[src/rtl/shift_register_piso_32bit.sv]
// Free-running parallel-in/serial-out shift register.
// Loads PI at the start of each frame, shifts it out one bit per clock and
// reloads right after the last bit, so consecutive frames have no gap.
module shift_register_piso_32bit #(
  parameter int   WIDTH     = 32,
  parameter bit   MSB_FIRST = 1'b1,
  parameter logic FILL      = 1'b0,
  localparam int  CW        = (WIDTH > 1) ? $clog2(WIDTH) : 1
) (
  input  logic             C,
  input  logic             RST_N,
  input  logic [WIDTH-1:0] PI,
  output logic             SO,
  output logic             FS,
  output logic             LB,
  output logic [CW-1:0]    BIT_CNT,
  output logic             VALID
);

  localparam logic [CW-1:0] LAST = CW'(WIDTH - 1);

  logic [WIDTH-1:0] sr;
  logic [WIDTH-1:0] sr_shifted;
  logic [CW-1:0]    cnt;
  logic             loaded;
  logic             load;

  // A load happens on the first edge after reset and right after the last bit.
  assign load = !loaded || (cnt == LAST);

  // Shift direction is fixed at elaboration; FILL enters the vacated end.
  generate
    if (MSB_FIRST) begin : g_msb
      if (WIDTH > 1) begin : g_w
        assign sr_shifted = {sr[WIDTH-2:0], FILL};
      end else begin : g_1
        assign sr_shifted = FILL;
      end
      assign SO = sr[WIDTH-1];
    end else begin : g_lsb
      if (WIDTH > 1) begin : g_w
        assign sr_shifted = {FILL, sr[WIDTH-1:1]};
      end else begin : g_1
        assign sr_shifted = FILL;
      end
      assign SO = sr[0];
    end
  endgenerate

  // Data register, bit counter and loaded flag; reset aborts any frame.
  always_ff @(posedge C or negedge RST_N) begin
    if (!RST_N) begin
      sr     <= '0;
      cnt    <= '0;
      loaded <= 1'b0;
    end else if (load) begin
      sr     <= PI;
      cnt    <= '0;
      loaded <= 1'b1;
    end else begin
      sr     <= sr_shifted;
      cnt    <= cnt + 1'b1;
    end
  end

  // Status outputs come only from registered state.
  assign VALID   = loaded;
  assign FS      = loaded && (cnt == '0);
  assign LB      = loaded && (cnt == LAST);
  assign BIT_CNT = cnt;

endmodule

[config.mk]
export PLATFORM = sky130hd
export DESIGN_NAME = shift_register_piso_32bit
export DESIGN_NICKNAME = d
export VERILOG_FILES = /design/src/rtl/shift_register_piso_32bit.sv
export SDC_FILE = /design/constraint.sdc
export NUM_CORES = 1
export LEC_CHECK = 0
export ABC_AREA = 0
export CAP_MARGIN = 5
export CORE_UTILIZATION = 51
export CTS_CLUSTER_SIZE = 25
export DETAILED_ROUTE_END_ITERATION = 12
export PLACE_DENSITY = 0.83
export SYNTH_ARGS = -nofsm -noshare
export SYNTH_HDL_FRONTEND = slang
export SYNTH_SLANG_ARGS = --single-unit
[constraint.sdc]
create_clock -name C -period 3.4 [get_ports C]
set_input_delay 0.85 -clock C [delete_from_list [all_inputs] [get_ports C]]
set_output_delay 0.85 -clock C [all_outputs]
set_load 0.01 [all_outputs]
### Word level (Yosys, flattened, before mapping)

Index checks and enable logic that the tools add are counted.

| word-level totals | value |
|---|---|
| register bits after elaboration | 38 |
| bits of input ports | 34 |

| operators by class | value |
|---|---|
| muxes and demuxes | 2 |
| reduce and logical (&&, ||, !) cells | 5 |
| eq/ne operators | 1 |
| $add $sub $neg | 1 |

Operators by type and width:

| kind | count |
|---|---|
| 32-bit 2-to-1 mux | 1 |
| 5-bit by 1-bit adder with 5-bit output (second input constant) | 1 |
| 5-bit equality test (second input constant) | 1 |
| 5-bit logical NOT | 1 |
| 5-bit 2-to-1 mux | 1 |
| 1-bit logical AND | 2 |
| 1-bit logical NOT | 1 |
| 1-bit logical OR | 1 |

### Logic depth before layout (Yosys ltp)

Gate-level depths: netlist of the first run.

| logic depth | value |
|---|---|
| depth after elaboration | 3 |
| mapped depth | 7 |

### Worst setup path before layout of the first run

No wires, ideal clock.

| path | value |
|---|---|
| path type | reg-to-output |
| start point | reg cnt[0], in the netlist BIT_CNT[0] |
| end point | out LB |
| cell stages (with the launch flop) | 5 |
| slack | 1.301 ns |
| arrival time | 1.249 ns |
| path buffers | 0 |
| path through | dfrtp_1 > ha_1 > and3_1 > ha_1 > and2_2 |

| on the way | value |
|---|---|
| word-level cells in the longest chain between the ends | 2 |

Ends and longest elaborated chain:

| element | RTL line | RTL |
|---|---|---|
| from (decl) | 24 | `logic [CW-1:0] cnt;` |
| from (signal assigned) | 62 | `cnt <= cnt + 1'b1;` |
| 5-bit equality test | 69 | `assign LB = loaded && (cnt == LAST);` |
| 1-bit logical AND | 69 |  |
| to (decl) | 15 | `output logic LB,` |

No other way between the ends.

### Worst setup path after layout of the first run

Same ends and word-level chain as after synthesis.

==> results of run 1 <==
[cell type report]
type,count,share of cell area
Sequential cell,38,0.452
Multi-Input combinational cell,51,0.291
Timing Repair Buffer,43,0.207
Tap cell,44,0.0261
Clock buffer,7,0.0214
Inverter,2,0.00357
[power breakdown]
| group | total (W) | switching [W] | leakage [nW] | internal, W |
|---|---|---|---|---|
| Clock | 0.000209 | 0.000131 | 0.0254 | 0.0000780 |
| Combinational | 0.000146 | 0.0000436 | 0.508 | 0.000102 |
| Sequential | 0.000508 | 0.0000159 | 0.454 | 0.000492 |
| Total | 0.000862 | 0.000190 | 0.988 | 0.000672 |
[final timing paths]
check	from	endpoint	slack, ns	cells past startpoint
min in group asynchronous	RST_N	sr[29]	0.60	1
worst max register to register	BIT_CNT[0]	sr[2]	1.07	6
worst max-delay path	BIT_CNT[0]	LB	0.47	5
worst min register to register	sr[10]	sr[11]	0.49	1
worst min-delay path	sr[10]	sr[11]	0.49	1
max in group asynchronous	RST_N	sr[8]	2.29	1
[routing by layer]
layer	vias to the layer above	track usage	routed length (um)
met5	-	0	0
met4	0	0.0918	48
met3	6	0.0505	141
met2	25	0.302	1370
met1	425	0.203	1090
li1	409	-	-
[cells by family after synthesis]
logic type / Yosys count
DFF: 38
and+or+nand+nor: 14
other: 1
xor gates and xnor gates: 1
adders and majority gates: 3
buffers and inverters: 6
muxes: 32
[cells in the mapped netlist]
cell and number:
dfrtp_1 38, mux2_4 28, and2_1 3, buf_12 3, ha_1 3, mux2_2 3
nor2_1 3, inv_1 2, and2_2 1, and3_1 1, and4b_1 1, buf_6 1
conb_1 1, mux2i_1 1, nand3_1 1, nand3b_1 1, nor2b_4 1, or2b_2 1
or3b_2 1, xnor2_1 1
[metrics by stage]
stage,area (um^2),total power (W)
after floorplan,1640,0.000598
after global placement,2060,0.000658
after detailed placement,2060,0.000663
after CTS,2110,0.000874
after global routing,2110,0.000903
final,2110,0.000862
[cells in the final DEF (no fill, tap or decap), drive strengths merged]
cell           instances
conb                   1
mux2i                  1
dfrtp                 38
ha                     3
or3b                   1
or2b                   1
and2                   4
and4b                  1
nand3                  1
nand3b                 1
clkdlybuf4s50         41
nor2                   3
and3                   1
buf                    2
xnor2                  1
mux2                  31
inv                    2
nor2b                  1
clkbuf                 7
[state kept, by name, summed over array words and instances, names as in the netlist]
| name | flops |
|---|---|
| VALID | 1 |
| sr | 32 |
| BIT_CNT | 5 |
==> reports/qor.yml, run 1 <==
power:
  p_leak_nw: 0.988
  ir_drop_v: 0.000242
  p_per_area_mw_per_mm2: 410
finish:
  nets: 178
  seqCellArea_um2: 951
  fin_cells: 185
  multi_input_area_um2: 612
  fin_util: 0.690
  synthToLayoutAreaGrowth_pct: 28.3
  antenna_cells: 0
  fillers: 230
  drive_gt1_frac: 0.298
yosys:
  synthXorXnorAreaFrac: 0.00534
  yosys-top-cells-area: "dfrtp_1 (58%), mux2_4 (26%), buf_12 (3.7%)"
  ys_ff_latch: 38
  muxShareOfSynthArea: 0.283
  syn_area_mm2: 0.00164
  synth_top_area_share: 0.579
  yosys.area_share.adder: 0.0229
  ys_warn_count: 0
  synth_cells: 95
  synth_top_area_cell: "dfrtp_1"
  syn-num-nets: 132
  yosysUniqueCellTypes: 20
  synth_top_family_by_area: "multiplexers"
  yosys.area_share.simple: 0.0595
  synth-compound-area-share: 0
  yosysSeqAreaShare: 0.579
  synth_area_per_cell_um2: 17.3
routing:
  ant_nets: 0
  wirelength_um: 2650
  drt-initial-drc-count: 12
  firstDrtPassIters: 4
  route.detailed.drc: 0
  vias: 865
  routed_via_density: 4.68
  wire_per_inst_um: 14.3
timing:
  tns_ns: 0
  slew_headroom: 0.451
  skew_ns: 0.00882
  max_freq_ghz: 0.341
  post-route-period-util: 0.862
  final_hold_viol_count: 0
  rsz0062_at_grt: "no"
  worst_pin_slew_ns: 0.823
  drv_slew: 0
  fin_ws_ns: 0.469
  fin_crit_ns: 2.93
  final-setup-viol-count: 0
  holdWs_ns: 0.488
floorplan:
  core_mm2: 0.00305
  dieArea_mm2: 0.00345
  dieWidth_um: 58.7
  die_h_um: 58.7
  floorplan.initialDensity: 0.538
  ioPinCount: 43
  rows: 20
clock_network:
  cts_buffer_depth: 2
  clock_latency_ns: 0.34
  ctsResizeCount: 0
  numClockSinks: 38
  cts_buffers: 5
  post-cts-setup-buffer-count: 0
  cts.clk_slew.worst_paths_ns: 0.10
  cts_tree: "done"
  cts-root-buf: "clkbuf_4"
  hold_buffers: 0
  htree_levels: 2
setup_path:
  crit_type: "flip-flop to output port"
  path_delay_family: "adder cells"
  path_common_cell: "ha_1"
  path_cells: "ha_1 > and3_1 > ha_1 > and2_2 > clkdlybuf4s50_1"
  critical_path_arrival_ns: 2.08
  path_buf_inv: 1
  max_stage_delay_ns: 0.47
  worstPathRequired_ns: 2.55
  crit_fanout: 5
  crit_path_top_delay_cell: "clkdlybuf4s50_1"
  end_kind: "output port"
  worst_setup_path_start_kind: "flip-flop"
status:
  status: "finished, final reports clean"
global_routing:
  grt_first_pass_wirelength_um: 4370
  overflow: 0
  grt_max_degree: 39
  grt.total_usage: 0.178
  grt_pass1_vias: 948
  grt_antenna_before_repair: 0
placed_design:
  dpl.cell_count: 178
  dp_hpwl_um: 1850
  io_buffers: 42
  pre_cts_ws_ns: 0.839
  gp_congestion: 0.830
job:
  cap_viol_max_count: 0
worst_hold_path:
  hp-class: "flip-flop to flip-flop"
(Power assumes the default switching activity.)
==> run 2, diff against run 1 <==
--- a/config.mk
+++ b/config.mk
@@ -7,10 +7,11 @@
 export LEC_CHECK = 0
 export ABC_AREA = 0
 export CAP_MARGIN = 5
-export CORE_UTILIZATION = 51
+export CORE_UTILIZATION = 43
 export CTS_CLUSTER_SIZE = 25
 export DETAILED_ROUTE_END_ITERATION = 12
-export PLACE_DENSITY = 0.83
+export PLACE_DENSITY = 0.75
+export SETUP_SLACK_MARGIN = 0.4
 export SYNTH_ARGS = -nofsm -noshare
 export SYNTH_HDL_FRONTEND = slang
 export SYNTH_SLANG_ARGS = --single-unit
==> constraint.sdc (replaced) <==
create_clock -name C -period 2.5 [get_ports C]
set_input_delay 0.625 -clock C [delete_from_list [all_inputs] [get_ports C]]
set_output_delay 0.625 -clock C [all_outputs]
set_load 0.01 [all_outputs]
==> reports/qor.yml, run 2 (synthesized netlist as in run 1, its figures left out) <==
timing:
  final_hold_viol_count: 0  # unchanged
  skew_ns: 0.00364  # -0.00518 ns
  post-route-period-util: 0.827
  fin_ws_ns: 0.433  # -0.0367 ns
  max_freq_ghz: 0.484
  tns_ns: 0  # unchanged
  final-setup-viol-count: 0  # unchanged
  worst_pin_slew_ns: 0.823  # +0.000377 ns
  rsz0062_at_grt: "yes"
  fin_crit_ns: 2.07
  drv_slew: 0  # unchanged
  slew_headroom: 0.451  # about the same
routing:
  routed_via_density: 4.49  # -3.9%
  vias: 867  # +0.23%
  ant_nets: 0  # unchanged
  route.detailed.drc: 0  # unchanged
  firstDrtPassIters: 4  # unchanged
  wirelength_um: 2630  # -0.72%
  wire_per_inst_um: 13.6  # -4.8%
  drt-initial-drc-count: 46  # +34
setup_path:
  crit_type: "flip-flop to output port"
  r2r-start: "BIT_CNT[1]"
  rrSetupSlack_ns: 0.70  # -0.37 ns
  crit_fanout: 5  # unchanged
  critical_path_arrival_ns: 1.44  # -0.64 ns
  path_cells: "ha_2 > and3_4 > ha_4 > and2_4 > buf_6"
  worst_setup_path_start_kind: "flip-flop"
  r2r_end: "sr[31]"
  worstPathRequired_ns: 1.88  # -0.67 ns
  end_kind: "output port"
  path_delay_family: "flip-flops"
  max_stage_delay_ns: 0.38  # -0.09 ns
  path_buf_inv: 1  # unchanged
  crit_path_top_delay_cell: "dfrtp_1"
  worstRegToRegCells: 6  # unchanged
finish:
  drive_gt1_frac: 0.359  # +0.0607
  fin_cells: 193  # +4.3%
  layout_common_cells: "clkdlybuf4s50_1 (39), dfrtp_1 (38), mux2_4 (28), clkbuf_8 (6), buf_4 (4)"
  largest_register: "sr"
  multi_input_area_um2: 633  # +3.5%
  antenna_cells: 0  # unchanged
  synthToLayoutAreaGrowth_pct: 33.1
  seqCellArea_um2: 951  # unchanged
  fillers: 303  # +32%
  layout_commonest_cell: "clkdlybuf4s50_1"
  nets: 181  # +1.7%
  largest_reg_flops: 32  # unchanged
floorplan:
  dieWidth_um: 63.8  # +8.6%
  ioPinCount: 43  # unchanged
  rows: 22  # +10%
  floorplan.initialDensity: 0.448  # -0.0893
  dieArea_mm2: 0.00407  # +18%
  core_mm2: 0.00366  # +20%
  die_h_um: 63.8  # +8.6%
clock_network:
  cts_buffers: 5  # unchanged
  clock_latency_ns: 0.28  # -0.06 ns
  cts.clk_slew.worst_paths_ns: 0.07  # -0.03 ns
  cts_buffer_depth: 2  # unchanged
  htree_levels: 2  # unchanged
  cts-root-buf: "clkbuf_8"
  cts_tree: "done"
  numClockSinks: 38  # unchanged
placed_design:
  pre_cts_ws_ns: 0.151  # -0.688 ns
  dpl.cell_count: 183  # +2.8%
  io_buffers: 42  # unchanged
  dp_hpwl_um: 1700  # -8.4%
  gp_congestion: 0.740  # -11%
global_routing:
  overflow: 0  # unchanged
  grt_pass1_vias: 871  # -8.1%
  grt_max_degree: 39  # unchanged
  grt_first_pass_wirelength_um: 4310  # -1.3%
  grt_antenna_before_repair: 0  # unchanged
  grt.total_usage: 0.144  # -0.0340
power:
  p_leak_nw: 1.02  # +3.0%
  ir_drop_v: 0.000373  # +54%
  p_per_area_mw_per_mm2: 596  # +46%
  power_w: 0.00130  # +51%
status:
  status: "finished, final reports clean"
worst_hold_path:
  hp-class: "input port to async pin"
job:
  cap_viol_max_count: 0  # unchanged
==> run 2: cell count changes in the layout (fill, tap and decap cells not counted), sizes merged <==
| cell | delta |
|---|---|
| clkdlybuf4s50 | -2 |
| clkbuf | +1 |
| clkinv | +1 |
| buf | +4 |
==> run 2: stage by stage <==
| stage | hold WS (ns) | area, um^2 | util |
|---|---|---|---|
| after floorplan | 0.329 | 1640 | - |
| after global placement | 0.457 | 2060 | 0.563 |
| after detailed placement | 0.466 | 2060 | 0.563 |
| after CTS | 0.465 | 2180 | 0.595 |
| after global routing | 0.483 | 2180 | 0.597 |
| final | 0.442 | 2180 | 0.597 |
==> run 2: repair_timing <==
item,CTS,global route
hold buffers,0,0
setup buffers,2,0
gates resized for setup,4,9
pin swaps,0,1
setup endpoints to repair,2,2
==> run 2: routing by layer <==
metal	vias up	global-route usage	wire length (um)
met5	-	0	0
met4	0	0.0597	34
met3	2	0.0536	146
met2	26	0.222	1270
met1	422	0.181	1180
li1	417	-	-
==> run 2: worst register-to-register path: stages (launching register included) <==
cell and delay, ns:
dfrtp_1 0.38, ha_2 0.19, and3_4 0.15, ha_4 0.17
nor2b_4 0.11, buf_4 0.30, mux2_2 0.38
==> run 2: final cells by class <==
| cell class | instances | share of cell area |
|---|---|---|
| clock buffers | 7 | 0.0395 |
| clock inverters | 1 | 0.00229 |
| inverters | 2 | 0.00344 |
| multi-input cells | 51 | 0.290 |
| flip-flops and latches | 38 | 0.435 |
| well taps | 48 | 0.0275 |
| repair buffers | 46 | 0.202 |
==> run 2: worst max path at each step <==
| stage | start | to | slack (ns) | depth (start not counted) |
|---|---|---|---|---|
| after detailed placement | BIT_CNT[0] | LB | 0.15 | 5 |
| after global placement | BIT_CNT[0] | LB | 0.21 | 5 |
| after floorplan | BIT_CNT[0] | LB | 0.63 | 4 |
| after CTS | BIT_CNT[0] | LB | 0.16 | 5 |
| after global routing | BIT_CNT[1] | LB | 0.37 | 5 |
| final | BIT_CNT[1] | LB | 0.43 | 5 |
==> run 2: power breakdown <==
part	total [W]	internal [W]	leakage, nW	switching [W]
clock	0.000411	0.000222	0.0482	0.000189
combinational	0.000203	0.000140	0.516	0.0000625
sequential	0.000689	0.000669	0.454	0.0000199
==> run 3, diff against run 2 <==
==> constraint.sdc (replaced) <==
create_clock -name C -period 1.9 [get_ports C]
set_input_delay 0.475 -clock C [delete_from_list [all_inputs] [get_ports C]]
set_output_delay 0.475 -clock C [all_outputs]
set_load 0.01 [all_outputs]
==> reports/qor.yml, run 3 (synthesized netlist as in run 1, its figures left out) <==
global_routing:
  grt_antenna_before_repair: 0  # unchanged
  grt_max_degree: 39  # unchanged
  grt_first_pass_wirelength_um: 5000  # +16%
  overflow: 0  # unchanged
  grt.total_usage: 0.172  # +0.0288
  grt_pass1_vias: 1042  # +20%
timing:
  drv_slew: 0  # unchanged
  slew_headroom: 0.454  # +0.00266
  fin_crit_ns: 1.88
  final_hold_viol_count: 0  # unchanged
  final-setup-viol-count: 0  # unchanged
  worst_pin_slew_ns: 0.819  # -0.00399 ns
  skew_ns: 0.00694  # +0.00330 ns
  rsz0062_at_grt: "yes"
  post-route-period-util: 0.989
  max_freq_ghz: 0.532
  fin_ws_ns: 0.0213  # -0.411 ns
finish:
  antenna_cells: 0  # unchanged
  layout_commonest_cell: "dfrtp_1"
  final_area_mm2: 0.00238  # +9.2%
  largest_register: "sr"
  nets: 194  # +7.2%
  drive_gt1_frac: 0.484  # +0.125
  layout_common_cells: "dfrtp_1 (37), clkdlybuf4s50_1 (32), mux2_4 (31), buf_4 (9)"
  synthToLayoutAreaGrowth_pct: 45.3
  largest_reg_flops: 32  # unchanged
  fillers: 281  # -7.3%
routing:
  ant_nets: 0  # unchanged
  vias: 954  # +10%
  wire_per_inst_um: 15.5  # +14%
  routed_via_density: 4.65  # +3.6%
  route.detailed.drc: 0  # unchanged
  drt-initial-drc-count: 24  # -48%
  firstDrtPassIters: 3  # -1
  wirelength_um: 3170  # +21%
job:
  cap_viol_max_count: 0  # unchanged
power:
  p_per_area_mw_per_mm2: 798  # +34%
  p_leak_nw: 1.15  # +13%
  ir_drop_v: 0.000522  # +40%
clock_network:
  cts.clk_slew.worst_paths_ns: 0.07  # about the same
  cts_buffers: 5  # unchanged
  htree_levels: 2  # unchanged
  cts_tree: "done"
  cts_buffer_depth: 2  # unchanged
  clock_latency_ns: 0.29  # about the same
  cts-root-buf: "clkbuf_8"
  hold_buffers: 0  # unchanged
  numClockSinks: 38  # unchanged
setup_path:
  worstRegToRegCells: 8  # +2
  crit_type: "flip-flop to output port"
  end_kind: "output port"
  worstPathRequired_ns: 1.42  # -0.46 ns
  critical_path_arrival_ns: 1.40  # -0.04 ns
  worst_setup_path_start_kind: "flip-flop"
  crit_start: "BIT_CNT[0]"
  crit_fanout: 2  # -3
  r2r-start: "BIT_CNT[0]"
placed_design:
  placed_cell_area_mm2: 0.00216  # +4.7%
  dp_hpwl_um: 1910  # +12%
  pre_cts_ws_ns: -0.0859  # -0.237 ns
  io_buffers: 42  # unchanged
  gp_congestion: 0.749  # +1.2%
worst_hold_path:
  hp-class: "input port to async pin"
floorplan:
  rows: 22  # unchanged
  floorplan.initialDensity: 0.448  # unchanged
  dieArea_mm2: 0.00407  # unchanged
  die_h_um: 63.8  # unchanged
  dieWidth_um: 63.8  # unchanged
  core_mm2: 0.00366  # unchanged
  ioPinCount: 43  # unchanged
status:
  status: "finished, final reports clean"
run 3: worst paths after layout:
kind / end / slack, ns
min in group C: sr[3] / 0.48
hold reg to reg: sr[3] / 0.48
setup reg to reg: sr[19] / 0.03
setup / recovery: LB / 0.02
hold / removal: sr[25] / 0.27
max in group asynchronous: VALID / 1.06
run 3: where the power goes:
group,switching [W],internal [W],total [W]
Combinational,0.0000973,0.000215,0.000312
Sequential,0.0000249,0.000881,0.000906
Clock,0.000265,0.000420,0.000685
Total,0.000387,0.00152,0.00190
run 3: layer usage:
layer | GRT usage | part of all wire | vias up | routed length (um)
li1 | - | - | 443 | -
met1 | 0.193 | 0.41 | 479 | 1300
met2 | 0.293 | 0.52 | 27 | 1660
met3 | 0.0768 | 0.054 | 5 | 171
met4 | 0.0540 | 0.013 | 0 | 42
met5 | 0 | 0 | - | 0
run 3: cell type report:
type                            count  area (um^2)  area share
Clock buffer                        6         82.6      0.0346
Clock inverter                      1         30.0      0.0126
Inverter                            2         7.51     0.00315
Multi-Input combinational cell     51          659       0.276
Sequential cell                    38          952       0.399
Tap cell                           48         60.1      0.0252
Timing Repair Buffer               59          593       0.249
run 3: worst max-delay path: stages (launching register included):
cell     delay [ns]
dfrtp_1        0.39
ha_2           0.19
and3_4         0.15
ha_4           0.15
and2_4         0.13
buf_6          0.11
run 3: metrics by stage:
step / instances / hold WS (ns) / util / power, W / setup TNS, ns
6_report: 205 / 0.274 / 0.651 / 0.00190 / 0
5_1_grt: 205 / 0.333 / 0.651 / 0.00200 / -0.0375
4_1_cts: 203 / 0.305 / 0.641 / 0.00191 / 0
3_5_place_dp: 190 / 0.467 / 0.590 / 0.00120 / -0.0859
3_3_place_gp: 190 / 0.459 / 0.590 / 0.00119 / -0.0540
2_1_floorplan: 95 / 0.179 / - / 0.00107 / 0
run 3: timing repair:
action	CTS	global route
endpoints found under the setup margin	46	40
gates resized for setup	42	5
gates cloned	1	1
pin swaps	2	1
buffers inserted	5	1
